File: config.mk
export PLATFORM = sky130hd
export DESIGN_NAME = uart_tx_cfg
export DESIGN_NICKNAME = d
export VERILOG_FILES = /design/src/rtl/uart_pkg.sv /design/src/rtl/uart_tx_fifo.sv /design/src/rtl/uart_tx_cfg.sv
export SDC_FILE = /design/constraint.sdc
export NUM_CORES = 1
export LEC_CHECK = 0
export BUFFER_PORTS_ARGS = -buffer_cell sky130_fd_sc_hd__buf_4
export CAP_MARGIN = 10
export CORE_MARGIN = 3
export CORE_UTILIZATION = 55
export CTS_BUF_LIST = sky130_fd_sc_hd__clkbuf_8
export DETAILED_ROUTE_END_ITERATION = 10
export GPL_TIMING_DRIVEN = 0
export PLACE_DENSITY = 0.73
export SLEW_MARGIN = 20
export SYNTH_ARGS = -nofsm -noshare
export SYNTH_HDL_FRONTEND = slang
export SYNTH_HIERARCHICAL = 1
export SYNTH_SLANG_ARGS = --single-unit
File: constraint.sdc
create_clock -name clk -period 4.3 [get_ports clk]
set_input_delay 0.43 -clock clk [delete_from_list [all_inputs] [get_ports clk]]
set_output_delay 0.43 -clock clk [all_outputs]
set_load 0.1 [all_outputs]
File: src/rtl/uart_pkg.sv
// uart_pkg
//   Shared definitions for the UART transmitter: parity mode codes and the
//   transmit FSM state encoding.
package uart_pkg;

   localparam int PAR_NONE = 0;
   localparam int PAR_EVEN = 1;
   localparam int PAR_ODD  = 2;

   typedef enum logic [2:0] {
      TX_IDLE  = 3'd0,
      TX_START = 3'd1,
      TX_DATA  = 3'd2,
      TX_PAR   = 3'd3,
      TX_STOP  = 3'd4
   } tx_state_e;

endpackage

File: src/rtl/uart_tx_fifo.sv
// uart_tx_fifo
//   Synchronous first-word-fall-through FIFO buffering words ahead of the
//   serializer. rdata always shows the head word while empty is low.
// Ports:
//   clk, rst_n   clock, asynchronous active-low reset (empties the FIFO)
//   push, wdata  write request and word; ignored while full
//   pop, rdata   read request and head word; pop ignored while empty
//   full, empty  occupancy flags derived from the registered count
//   count        current occupancy, 0..DEPTH
module uart_tx_fifo #(
   parameter int DEPTH = 4,
   parameter int W     = 8
) (
   input  logic                     clk,
   input  logic                     rst_n,
   input  logic                     push,
   input  logic [W-1:0]             wdata,
   input  logic                     pop,
   output logic [W-1:0]             rdata,
   output logic                     full,
   output logic                     empty,
   output logic [$clog2(DEPTH):0]   count
);

   localparam int PW = $clog2(DEPTH);
   localparam int CW = PW + 1;

   logic [W-1:0]  mem [DEPTH];
   logic [PW-1:0] wr_ptr;
   logic [PW-1:0] rd_ptr;
   logic          do_push;
   logic          do_pop;

   assign full    = (count == CW'(DEPTH));
   assign empty   = (count == '0);
   assign do_push = push && !full;
   assign do_pop  = pop && !empty;
   assign rdata   = mem[rd_ptr];

   // Storage is not reset: contents are only visible once count says so.
   always_ff @(posedge clk) begin
      if (do_push) begin
         mem[wr_ptr] <= wdata;
      end
   end

   // Pointers wrap naturally because DEPTH is a power of two.
   always_ff @(posedge clk or negedge rst_n) begin
      if (!rst_n) begin
         wr_ptr <= '0;
         rd_ptr <= '0;
         count  <= '0;
      end else begin
         if (do_push) begin
            wr_ptr <= wr_ptr + 1'b1;
         end
         if (do_pop) begin
            rd_ptr <= rd_ptr + 1'b1;
         end
         if (do_push && !do_pop) begin
            count <= count + 1'b1;
         end else if (do_pop && !do_push) begin
            count <= count - 1'b1;
         end
      end
   end

endmodule

File: src/rtl/uart_tx_cfg.sv
// uart_tx_cfg
//   Parametrised UART transmitter. Words enter a small FIFO over a
//   valid/ready handshake and leave LSB-first as start / data / optional
//   parity / stop bits. Consecutive frames are emitted with no idle gap.
// Ports:
//   clk        system clock, rising edge
//   rst_n      asynchronous active-low reset; truncates any frame in flight
//   data_i     word to send (DATA_W bits)
//   valid_i    data_i valid
//   ready_o    FIFO not full; a word transfers on valid_i && ready_o
//   uart_o     registered serial line, idle high
//   busy_o     frame in progress or FIFO non-empty
//   level_o    FIFO occupancy
//
// state    | meaning
// ---------+-----------------------------------------------------------
// TX_IDLE  | line high, waiting for a buffered word
// TX_START | start bit (0) on the line for CLKS_PER_BIT cycles
// TX_DATA  | data bits LSB-first, bit_q is the index of the bit on line
// TX_PAR   | parity bit (only reached when PARITY != PAR_NONE)
// TX_STOP  | stop bit(s) (1), bit_q counts stop bits; may chain to START
module uart_tx_cfg
   import uart_pkg::*;
#(
   parameter int CLKS_PER_BIT = 2,
   parameter int DATA_W       = 8,
   parameter int PARITY       = 0,
   parameter int STOP_BITS    = 1,
   parameter int FIFO_DEPTH   = 4
) (
   input  logic                          clk,
   input  logic                          rst_n,
   input  logic [DATA_W-1:0]             data_i,
   input  logic                          valid_i,
   output logic                          ready_o,
   output logic                          uart_o,
   output logic                          busy_o,
   output logic [$clog2(FIFO_DEPTH):0]   level_o
);

   localparam int BW   = $clog2(CLKS_PER_BIT + 1);
   localparam int BITW = $clog2(DATA_W);

   localparam logic [BW-1:0]   BAUD_LAST = BW'(CLKS_PER_BIT - 1);
   localparam logic [BITW-1:0] BIT_LAST  = BITW'(DATA_W - 1);
   localparam logic [BITW-1:0] STOP_LAST = BITW'(STOP_BITS - 1);

   if (CLKS_PER_BIT < 1) begin : g_bad_cpb
      $error("uart_tx_cfg: CLKS_PER_BIT must be at least 1");
   end
   if (DATA_W < 5 || DATA_W > 9) begin : g_bad_width
      $error("uart_tx_cfg: DATA_W must be in 5..9");
   end
   if (PARITY != PAR_NONE && PARITY != PAR_EVEN && PARITY != PAR_ODD) begin : g_bad_parity
      $error("uart_tx_cfg: PARITY must be 0, 1 or 2");
   end
   if (STOP_BITS != 1 && STOP_BITS != 2) begin : g_bad_stop
      $error("uart_tx_cfg: STOP_BITS must be 1 or 2");
   end
   if (FIFO_DEPTH < 2 || (FIFO_DEPTH & (FIFO_DEPTH - 1)) != 0) begin : g_bad_depth
      $error("uart_tx_cfg: FIFO_DEPTH must be a power of two, at least 2");
   end

   tx_state_e           state_q, state_nx;
   logic [BW-1:0]       baud_q, baud_nx;
   logic [BITW-1:0]     bit_q, bit_nx;
   logic [DATA_W-1:0]   shift_q, shift_nx;
   logic                par_q, par_nx;
   logic                uart_q, uart_nx;

   logic                fifo_push;
   logic                fifo_pop;
   logic [DATA_W-1:0]   fifo_rdata;
   logic                fifo_full;
   logic                fifo_empty;
   logic                baud_end;
   logic                load_par;

   assign fifo_push = valid_i && !fifo_full;

   uart_tx_fifo #(
      .DEPTH (FIFO_DEPTH),
      .W     (DATA_W)
   ) u_fifo (
      .clk   (clk),
      .rst_n (rst_n),
      .push  (fifo_push),
      .wdata (data_i),
      .pop   (fifo_pop),
      .rdata (fifo_rdata),
      .full  (fifo_full),
      .empty (fifo_empty),
      .count (level_o)
   );

   assign baud_end = (baud_q == BAUD_LAST);

   // Parity is computed once when the word is loaded, before shifting
   // destroys the data.
   assign load_par = (^fifo_rdata) ^ (PARITY == PAR_ODD);

   always_ff @(posedge clk or negedge rst_n) begin
      if (!rst_n) begin
         state_q <= TX_IDLE;
         baud_q  <= '0;
         bit_q   <= '0;
         shift_q <= '0;
         par_q   <= 1'b0;
         uart_q  <= 1'b1;
      end else begin
         state_q <= state_nx;
         baud_q  <= baud_nx;
         bit_q   <= bit_nx;
         shift_q <= shift_nx;
         par_q   <= par_nx;
         uart_q  <= uart_nx;
      end
   end

   // uart_nx is the line value for the cycle after this edge, so every
   // bit boundary loads the next bit one edge ahead of its first cycle.
   always_comb begin
      state_nx = state_q;
      baud_nx  = baud_q;
      bit_nx   = bit_q;
      shift_nx = shift_q;
      par_nx   = par_q;
      uart_nx  = uart_q;
      fifo_pop = 1'b0;

      case (state_q)
         TX_IDLE: begin
            uart_nx = 1'b1;
            if (!fifo_empty) begin
               fifo_pop = 1'b1;
               shift_nx = fifo_rdata;
               par_nx   = load_par;
               uart_nx  = 1'b0;
               baud_nx  = '0;
               bit_nx   = '0;
               state_nx = TX_START;
            end
         end

         TX_START: begin
            if (baud_end) begin
               baud_nx  = '0;
               bit_nx   = '0;
               uart_nx  = shift_q[0];
               state_nx = TX_DATA;
            end else begin
               baud_nx = baud_q + 1'b1;
            end
         end

         TX_DATA: begin
            if (baud_end) begin
               baud_nx = '0;
               if (bit_q == BIT_LAST) begin
                  bit_nx = '0;
                  if (PARITY != PAR_NONE) begin
                     uart_nx  = par_q;
                     state_nx = TX_PAR;
                  end else begin
                     uart_nx  = 1'b1;
                     state_nx = TX_STOP;
                  end
               end else begin
                  bit_nx   = bit_q + 1'b1;
                  shift_nx = shift_q >> 1;
                  uart_nx  = shift_q[1];
               end
            end else begin
               baud_nx = baud_q + 1'b1;
            end
         end

         TX_PAR: begin
            if (baud_end) begin
               baud_nx  = '0;
               bit_nx   = '0;
               uart_nx  = 1'b1;
               state_nx = TX_STOP;
            end else begin
               baud_nx = baud_q + 1'b1;
            end
         end

         TX_STOP: begin
            if (baud_end) begin
               baud_nx = '0;
               if (bit_q == STOP_LAST) begin
                  bit_nx = '0;
                  // Chain straight into the next start bit when a word waits.
                  if (!fifo_empty) begin
                     fifo_pop = 1'b1;
                     shift_nx = fifo_rdata;
                     par_nx   = load_par;
                     uart_nx  = 1'b0;
                     state_nx = TX_START;
                  end else begin
                     uart_nx  = 1'b1;
                     state_nx = TX_IDLE;
                  end
               end else begin
                  bit_nx = bit_q + 1'b1;
               end
            end else begin
               baud_nx = baud_q + 1'b1;
            end
         end

         default: begin
            uart_nx  = 1'b1;
            state_nx = TX_IDLE;
         end
      endcase
   end

   assign uart_o  = uart_q;
   assign ready_o = !fifo_full;
   assign busy_o  = (state_q != TX_IDLE) || !fifo_empty;

endmodule

# Yosys cells after proc, flatten, opt, wreduce, memory -nomap -nowiden
# Memory sizes are Yosys's and may differ from the RTL's.
# Cells that the tools add are included.
dict set report totals {
  latchBits 0
  mem_bits_ro 0
  reg_bits 24
  ramBits 32
  inputBits 11
  n_memories 1
  output_inout_bits 6
  wordCells 97
}
# memory words word_bits rd rd_ports_with_merged_regs write_ports line
set mem_list {}
lappend mem_list {u_fifo.mem 4 8 1 0 1 uart_tx_fifo.sv:28} ;# logic [W-1:0] mem [DEPTH];
dict set report classes {
  magnitude_cmp 0
  mul 0
  shifts 0
  addsub 6
  reduce_logical 25
  n_div 0
  mux 41
  eq_ne 16
  bitwise_logic 0
}
# operator n
set ops {}
lappend ops {{$mux W3} 15}
lappend ops {{$mux W8} 5}
lappend ops {{$pmux W8 S3} 1}
lappend ops {{$ne A2 B2 Y1 const B} 8}
lappend ops {{$pmux W3 S5} 1}
lappend ops {{$reduce_and A5 Y1} 3}
lappend ops {{$mux W1} 13}
lappend ops {{$pmux W3 S4} 1}
lappend ops {{$eq A3 B3 Y1 const B} 3}
lappend ops {{$logic_not A3 Y1} 3}
lappend ops {{$reduce_and A7 Y1} 1}
lappend ops {{$add A2 B1 Y2 const B} 3}
lappend ops {{$add A3 B1 Y3 const B} 2}
lappend ops {{$eq A3 B2 Y1 const B} 2}
lappend ops {{$reduce_bool A3 Y1} 2}
lappend ops {{$logic_and A1 B1 Y1} 5}
lappend ops {{$pmux W1 S5} 1}
lappend ops {{$logic_not A1 Y1} 4}
lappend ops {{$mux W2} 2}
lappend ops {{$pmux W2 S2} 1}
lappend ops {{$reduce_bool A2 Y1} 2}
lappend ops {{$reduce_bool A4 Y1} 1}
lappend ops {{$reduce_or A4 Y1} 1}
lappend ops {{$eq A3 B1 Y1 const B} 1}
lappend ops {{7 further kinds} 7}

# Logic depth before layout (Yosys ltp)
# Gate-level depths: netlist of the first run.
dict set report logic_depth {
  word_depth 9
  mapped_depth 12
  ltp_nobuf 12
}

# Modules after synthesis
# Netlist of the first run, hierarchy kept.
# module cells_per_inst instances seq_area_each_um2 area_each_um2
set by_module_without_submodules {}
lappend by_module_without_submodules {uart_tx_fifo 78 1 1136.1 1575.3}
lappend by_module_without_submodules {uart_tx_cfg 99 1 426.7 1022.2}

# Worst setup path after synthesis of the first run
# No wires, ideal clock.
dict set report synth_path {
  kind {reg-to-reg}
  startpoint {register u_fifo.count[0]}
  endpoint {register u_fifo.count[2]}
  setup_time_ps 162
  path_stages_with_launch 11
  slack_ps 1493
  required_ps 4138
  period_less_slack_ps 2807
  path_buffers 0
  t_arrival_ps 2645
  cell_sequence {dfrtp_1 -> or3_1 -> inv_1 -> and3b_1 -> nand2_1 -> ha_1 -> inv_1 -> fa_1 -> xor2_1 -> nor2_1 -> xor2_1}
}
dict set report synth_between {
  elab_chain_len 9
  word_cells_on_any_way 20
  classes_between {add/sub: 2; eq/ne: 1; mux: 6; reduce/logical: 11}
}
# item line
set synth_lines {}
lappend synth_lines {{start: declaration} uart_tx_fifo.sv:22} ;# output logic [$clog2(DEPTH):0] count
lappend synth_lines {{start signal: assignment} uart_tx_fifo.sv:61} ;# count <= count + 1'b1;
lappend synth_lines {{start signal: assignment} uart_tx_fifo.sv:63} ;# count <= count - 1'b1;
lappend synth_lines {{$logic_not A3 Y1 *} uart_tx_fifo.sv:35} ;# assign empty = (count == '0);
lappend synth_lines {{named net fifo_empty} uart_tx_cfg.sv:75} ;# logic fifo_empty;
lappend synth_lines {{$mux W1 *} {uart_tx_cfg.sv:134, uart_tx_cfg.sv:195}}
lappend synth_lines {{$mux W1} uart_tx_cfg.sv:192} ;# if (bit_q == STOP_LAST) begin
lappend synth_lines {{$mux W1} uart_tx_cfg.sv:190} ;# if (baud_end) begin
lappend synth_lines {{$pmux W1 S2 *} uart_tx_cfg.sv:131} ;# case (state_q)
lappend synth_lines {{named net fifo_pop} uart_tx_cfg.sv:72} ;# logic fifo_pop;
lappend synth_lines {{$logic_and A1 B1 Y1 *} uart_tx_fifo.sv:37} ;# assign do_pop = pop && !empty;
lappend synth_lines {{$logic_not A1 Y1} uart_tx_fifo.sv:60} ;# if (do_push && !do_pop) begin
lappend synth_lines {{$logic_and A1 B1 Y1} uart_tx_fifo.sv:60}
lappend synth_lines {{$mux W3 / $reduce_bool A2 Y1 (equally long branches)} -}
# The timed path passes the listed nets; every way through them passes the cells marked *. The select of a mux whose other input is x is not followed.
# A chain may end at the register's enable or synchronous reset.

# Worst setup path in the final report of the first run
dict set report layout_path {
  startpoint {register state_q[1]}
  endpoint {register u_fifo.count[1]}
}
dict set report layout_between {
  elab_chain_len 6
  word_cells_on_any_way 9
  classes_between {eq/ne: 1; mux: 2; reduce/logical: 6}
}
# item line
set layout_lines {}
lappend layout_lines {{start: declaration} uart_tx_cfg.sv:64} ;# tx_state_e state_q, state_nx;
lappend layout_lines {{start signal: assignment} uart_tx_cfg.sv:111} ;# state_q <= state_nx;
lappend layout_lines {{$eq A3 B3 Y1 / $logic_not A3 Y1 (equally long branches)} uart_tx_cfg.sv:131}
lappend layout_lines {{$pmux W1 S2 *} uart_tx_cfg.sv:131}
lappend layout_lines {{named net fifo_pop} uart_tx_cfg.sv:72}
lappend layout_lines {{$logic_and A1 B1 Y1 *} uart_tx_fifo.sv:37}
lappend layout_lines {{$logic_not A1 Y1} uart_tx_fifo.sv:60}
lappend layout_lines {{$logic_and A1 B1 Y1} uart_tx_fifo.sv:60}
lappend layout_lines {{$mux W3 / $reduce_bool A2 Y1 (equally long branches)} -}
# The timed path passes the listed nets; every way through them passes the cells marked *.

==> flow_metrics.tcl, run 1 <==
set metrics [dict create \
    outcome "complete, but fails checks" \
    violations "negative hold slack" \
    worstMarginPinSlew_ns 0.587 \
    setup_viol 0 \
    fmax_mhz 387 \
    final_layout_size_suffix_gt1_share_pct 27.9 \
    max_stage_delay_ns 0.45 \
    synth-seq-cells 56 \
    final_nets 220 \
    critPathKind "reg -> reg" \
    yosysSeqAreaShare_pct 60.2 \
    fp-row-count 24 \
    antennaDiodeCount 0 \
    crit_path_start "state_q[1]$_DFFE_PN0P_" \
    die_w_um 74.7 \
    antenna_found_initial 0 \
    grt-ovfl-total 0 \
    place_inst 245 \
    die_y_um 74.7 \
    routed_wl_um 4420 \
    wl_per_cell_um 17.5 \
    netlist_area_sq_um 2600 \
    hold_class "in -> async" \
    start_util_pct 58.4 \
    crit_path_end "u_fifo/count[1]$_DFFE_PN0P_" \
    yosysWarnings 6 \
    clock_sinks 56 \
    syn_inst 177 \
    clk_pin_slew_ns 0.10 \
    fill_cells 338 \
    cts.path.max_buffers 2 \
    clk-insertion-delay-late_ns 0.31 \
    ant_nets 0 \
    cp.arrival_ns 2.78 \
    crit_chain "clkbuf_1, nor2_1, and3b_1, nand2_1, ha_1, inv_1, fa_1, mux2_2" \
    register_area_sq_um 1560 \
    syn_area_per_cell_sq_um 14.7 \
    fin_hold_ws_ns -0.000907 \
    ioPinCount 17 \
    r2r_slack_ns 1.72 \
    core-area_sq_um 4440 \
    reg2reg_from "state_q[1]$_DFFE_PN0P_" \
    leakage_uw 0.00113 \
    crit_fanout 10 \
    grt_pass1_vias 1493 \
    drv_slew 0 \
    power.density_nw_per_um2 794 \
    synthToLayoutAreaGrowth_pct 10.6 \
    rr_worst_depth 8 \
    htree_levels 2 \
    portBuffers 16 \
    max_slew_margin_pct 60.9 \
    rsz0062_at_grt "no" \
    fp.dieArea_sq_um 5580 \
    drc 0 \
    grt_start_max_net_pins 25 \
    cts_setup_buffers 0 \
    tns_ns 0 \
    rr_endpoint "u_fifo/count[1]$_DFFE_PN0P_" \
    synthDistinctLibCells 40 \
    maxCapViolations 0 \
    clockRootBuffer "clkbuf_8" \
    ir_drop_v 0.000890 \
    via_count 1511 \
    postCtsResizedCells 0 \
    min_period_over_period_pct 60.1 \
    cts_hold_buf 0 \
    drt_iter0_markers 173 \
    synth_nets 197 \
    fin_skew_ns 0.00832 \
    vias_per_cell 5.97 \
    critical-path-slowest-cell "nor2_1" \
    grt_pass1_wl_um 7490 \
    gp_congestion 0.938 \
    numCtsBuffers 5 \
    gr-usage-all-layers_pct 18.0 \
    required_ns 4.50 \
    multi_input_area_sq_um 946 \
    dr.pass1.iters 4 \
    period_minus_slack_ns 2.58 \
    instances_no_fill 253 \
    dp_hpwl_um 3130 \
    finalHoldViolCount 1 \
    cts_tree "done" \
    cp-start-kind "register" \
    worstSetupEndpointType "register" \
]
-- state kept, by name (all words and copies together) (netlist names) --
| register | flops |
|---|---|
| u_fifo/mem | 32 |
| shift_q | 8 |
| bit_q | 3 |
| state_q | 3 |
| u_fifo/count | 3 |
| baud_q | 2 |
| u_fifo/rd_ptr | 2 |
| u_fifo/wr_ptr | 2 |
| uart_o | 1 |
-- final cells by class --
class                      count  area share [%]
multi-input combinational    102            32.9
clock inverter                 3           0.784
inverter                      11            1.44
buffer                         8            1.65
clock buffer                   5            2.39
timing repair buffer          16            4.18
sequential                    56            54.4
tap                           52            2.26
-- placed cells by master, fill, tap and decap left out, drive strengths merged --
| master | n |
|---|---|
| nor2b | 4 |
| ha | 8 |
| a221oi | 1 |
| a31oi | 3 |
| a21boi | 2 |
| mux2 | 16 |
| nor2 | 6 |
| dfrtp | 23 |
| xor2 | 2 |
| o21ai | 7 |
| dfstp | 1 |
| clkbuf | 9 |
| o211ai | 1 |
| and2 | 5 |
| xnor2 | 5 |
| nand2 | 2 |
| mux2i | 2 |
| a221o | 1 |
| and3b | 1 |
| nor3b | 3 |
| a31o | 1 |
| o22a | 1 |
| edfxtp | 32 |
| a2bb2oi | 1 |
| nand2b | 2 |
| o2bb2ai | 1 |
| clkinv | 2 |
| mux4 | 8 |
| buf | 20 |
| or3 | 2 |
| a21oi | 5 |
| inv | 12 |
| nand3 | 5 |
| or3b | 2 |
| nor3 | 3 |
| o41ai | 1 |
| fa | 1 |
-- worst max-delay path, delay by kind of cell (launching register included) --
| kind | cells | cell delay, ns |
|---|---|---|
| adder cells (fa/ha/maj) | 2 | 0.63 |
| AND/OR/NAND/NOR | 3 | 0.86 |
| multiplexers | 1 | 0.26 |
| buffers and inverters | 2 | 0.30 |
| flip-flops | 1 | 0.43 |
-- kinds of logic after synthesis --
group,synth area share [%]
XOR/XNOR,2.36
adder cells (fa/ha/maj),4.62
buffers and inverters,3.42
flip-flops,60.2
AO/OA/AOI/OAI,6.74
AND/OR/NAND/NOR,7.90
multiplexers,14.8
-- how the worst min path moves through the flow --
stage / start / slack [ns] / endpoint
6_report: rst_n / -0.0009 / shift_q[5]$_DFFE_PN0P_
3_3_place_gp: rst_n / 0.34 / shift_q[5]$_DFFE_PN0P_
4_1_cts: rst_n / 0.008 / shift_q[5]$_DFFE_PN0P_
2_1_floorplan: rst_n / 0.13 / baud_q[0]$_DFFE_PN0P_
5_1_grt: rst_n / 0.009 / shift_q[5]$_DFFE_PN0P_
3_5_place_dp: rst_n / 0.35 / shift_q[5]$_DFFE_PN0P_
-- power breakdown --
group | internal, uW | leakage [uW] | total, uW | switching [uW]
logic | 483 | 0.000497 | 1150 | 667
clock network | 117 | 0.0000485 | 285 | 168
registers | 753 | 0.000583 | 846 | 92.6
-- cell usage after synthesis --
master     instances  share of area (%)
nor3_1             3               0.58
fa_1               1               0.77
mux2_2            15                6.5
edfxtp_1          32                 37
clkbuf_1           4               0.58
dfstp_2            1                1.0
or3_1              2               0.48
nand2_1            2               0.29
xnor2_1            5                1.7
a31o_2             1               0.34
buf_6              2               0.87
a21oi_4            1               0.63
a2bb2oi_1          1               0.34
nor3b_2            1               0.48
ha_1               8                3.9
and2_1             5                1.2
dfrtp_1           23                 22
mux4_2             8                6.9
or3b_1             2               0.67
mux2_4             1               0.58
inv_1             11                1.6
xor2_1             2               0.67
and3b_1            1               0.34
nor2b_1            4               0.96
a21boi_0           2               0.58
a221o_1            1               0.39
buf_2              2               0.39
nor3b_1            2               0.58
a221oi_1           1               0.34
mux2i_1            2               0.77
a31oi_1            3               0.72
o41ai_1            1               0.34
nor2_1             6               0.87
o2bb2ai_1          1               0.34
o22a_1             1               0.34
a21oi_1            4               0.77
o21ai_0            7                1.3
nand2b_1           2               0.48
nand3_1            5               0.96
o211ai_1           1               0.29
-- stage by stage --
stage / hold slack (ns) / area (sq um) / utilization [%] / setup slack [ns] / power (uW)
CTS: 0.00837 / 2870 / 64.7 / 1.74 / 2300
global route: 0.00903 / 2870 / 64.7 / 1.55 / 2440
detailed placement: 0.349 / 2780 / 62.6 / 1.77 / 2010
global placement: 0.343 / 2780 / 62.6 / 1.81 / 1950
finish: -0.000907 / 2870 / 64.7 / 1.72 / 2280
floorplan: 0.134 / 2600 / - / 1.49 / 1760
-- metal layers --
| metal | wire, um | up-vias | track usage (%) |
|---|---|---|---|
| met2 | 2140 | 49 | 27.2 |
| met5 | 0 | - | 0 |
| li1 | - | 698 | - |
| met4 | 44 | 0 | 4.15 |
| met1 | 2010 | 757 | 26.7 |
| met3 | 234 | 7 | 4.54 |
No activity file was read; power rests on OpenSTA's default activity.
==> run 2, diff against run 1 <==
Settings changed: PLACE_DENSITY 0.73 to 0.76.
Clock period 4.3 ns to 2.3 ns, I/O delays scaled along.
==> run 2 against run 1 <==
The flow now finishes without violations. Critical path depth rose by 2. Hold slack better by 0.12 ns. Critical path type unchanged. Worst setup slack worse by 1.7 ns. Largest cell class unchanged.
==> flow_metrics.tcl, run 2 (same netlist as run 1, synthesis figures left out) <==
set metrics [dict create \
    clock_sinks 56 \
    vias_per_cell 5.82 \
    regMostFlops "u_fifo/mem" \
    layout_common_cells "32 x edfxtp_1, 22 x buf_4, 20 x dfrtp_1, 15 x mux2_2, 10 x inv_1" \
    grt-ovfl-total 0 \
    rsz0062_at_grt "yes" \
    final_layout_size_suffix_gt1_share_pct 35.3 \
    die_w_um 74.7 \
    wl_per_cell_um 17.7 \
    fin_util_pct 67.0 \
    synthToLayoutAreaGrowth_pct 14.6 \
    leakage_uw 0.00116 \
    antennaDiodeCount 0 \
    maxCapViolations 0 \
    finalPower_uw 4450 \
    min_period_over_period_pct 97.7 \
    htree_levels 2 \
    gr-usage-all-layers_pct 18.5 \
    antenna_found_initial 0 \
    numCtsBuffers 5 \
    gp_congestion 0.927 \
    grt_pass1_wl_um 7500 \
    setup_viol 0 \
    mostFrequentLayoutCell "edfxtp_1" \
    core-area_sq_um 4440 \
    ir_drop_v 0.00163 \
    crit_fanout 3 \
    fmax_mhz 445 \
    final_nets 226 \
    period_minus_slack_ns 2.25 \
    clk_pin_slew_ns 0.09 \
    cp-start-kind "register" \
    largest_reg_flops 32 \
    grt_pass1_vias 1572 \
    outcome "completed" \
    drc 0 \
    hold_class "in -> reg" \
    dr.pass1.iters 4 \
    clockRootBuffer "clkbuf_8" \
    via_count 1507 \
    fill_cells 318 \
    dp_hpwl_um 3230 \
    drv_slew 0 \
    drt_iter0_markers 114 \
    fp.dieArea_sq_um 5580 \
    largest_registers "u_fifo/mem (32), shift_q (8)" \
    worstMarginPinSlew_ns 0.598 \
    critPathKind "reg -> reg" \
    ioPinCount 17 \
    cts_tree "done" \
    required_ns 2.53 \
    max_slew_margin_pct 60.1 \
    cts.path.max_buffers 2 \
    worstSetupEndpointType "register" \
    cp.arrival_ns 2.48 \
    fin_skew_ns 0.00299 \
    clk-insertion-delay-late_ns 0.31 \
    grt_start_max_net_pins 25 \
    start_util_pct 58.4 \
    portBuffers 16 \
    routed_wl_um 4590 \
    finalHoldViolCount 0 \
    fp-row-count 24 \
    power.density_nw_per_um2 1490 \
    die_y_um 74.7 \
    ant_nets 0 \
]
[run 2: final cells by class]
cell class / count / area [sq um] / area share [%]
clock buffers: 5 / 68.8 / 2.31
clock inverters: 3 / 20.0 / 0.672
inverters: 11 / 43.8 / 1.47
well taps: 52 / 65.1 / 2.18
plain buffers: 7 / 45.0 / 1.51
flip-flops and latches: 56 / 1570 / 52.8
multi-input cells: 102 / 988 / 33.2
repair buffers: 23 / 175 / 5.88
[run 2: worst paths after layout]
kind,to,slack (ns),cells past startpoint,start
max in group asynchronous,uart_o$_DFFE_PN1P_,1.66,2,rst_n
max,u_fifo/count[2]$_DFFE_PN0P_,0.05,10,u_fifo/count[1]$_DFFE_PN0P_
max reg2reg,u_fifo/count[2]$_DFFE_PN0P_,0.05,10,u_fifo/count[1]$_DFFE_PN0P_
min reg2reg,uart_o$_DFFE_PN1P_,0.50,2,uart_o$_DFFE_PN1P_
min in group asynchronous,shift_q[5]$_DFFE_PN0P_,0.35,2,rst_n
min,u_fifo/mem[2][0]$_DFFE_PP_,0.12,1,data_i[0]
[run 2: metal layers]
layer | wire [um] | GRT usage, % | vias to the layer above | share of wire, %
met5 | 0 | 0 | - | 0
met4 | 70 | 5.53 | 0 | 1.5
met3 | 206 | 5.61 | 10 | 4.5
met2 | 2280 | 29.7 | 39 | 50
met1 | 2040 | 24.5 | 747 | 44
li1 | - | - | 711 | -
[run 2: power breakdown]
part	switching [uW]	internal (uW)	total [uW]
logic	1330	1030	2350
registers	156	1420	1580
clock network	305	213	518
[run 2: stage by stage]
stage          std cells  setup slack [ns]  hold slack [ns]  area (sq um)  setup TNS, ns
6_report             259            0.0520            0.120          2980              0
5_1_grt              259           -0.0369           0.0962          2980        -0.0369
4_1_cts              257           0.00278            0.110          2950              0
3_5_place_dp         245            -0.215            0.150          2800         -0.373
3_3_place_gp         245            -0.134            0.145          2800         -0.214
2_1_floorplan        177            -0.163          -0.0656          2620         -0.402
[run 2: what timing repair did]
item	4_1_cts	5_1_grt
hold buffers	1	0
pin swaps	2	5
endpoints found under the setup margin	2	2
buffers inserted	4	2
resized for setup	5	5
endpoints found under the hold margin	23	0
[run 2: worst max-delay path, stage by stage (launching register included)]
cell and delay, ns:
dfrtp_4 0.48, or3_4 0.41, inv_4 0.06, and3b_2 0.23, nand2_4 0.08, ha_4 0.13
inv_2 0.03, fa_2 0.32, xor2_1 0.15, nor2_1 0.13, xor2_1 0.14
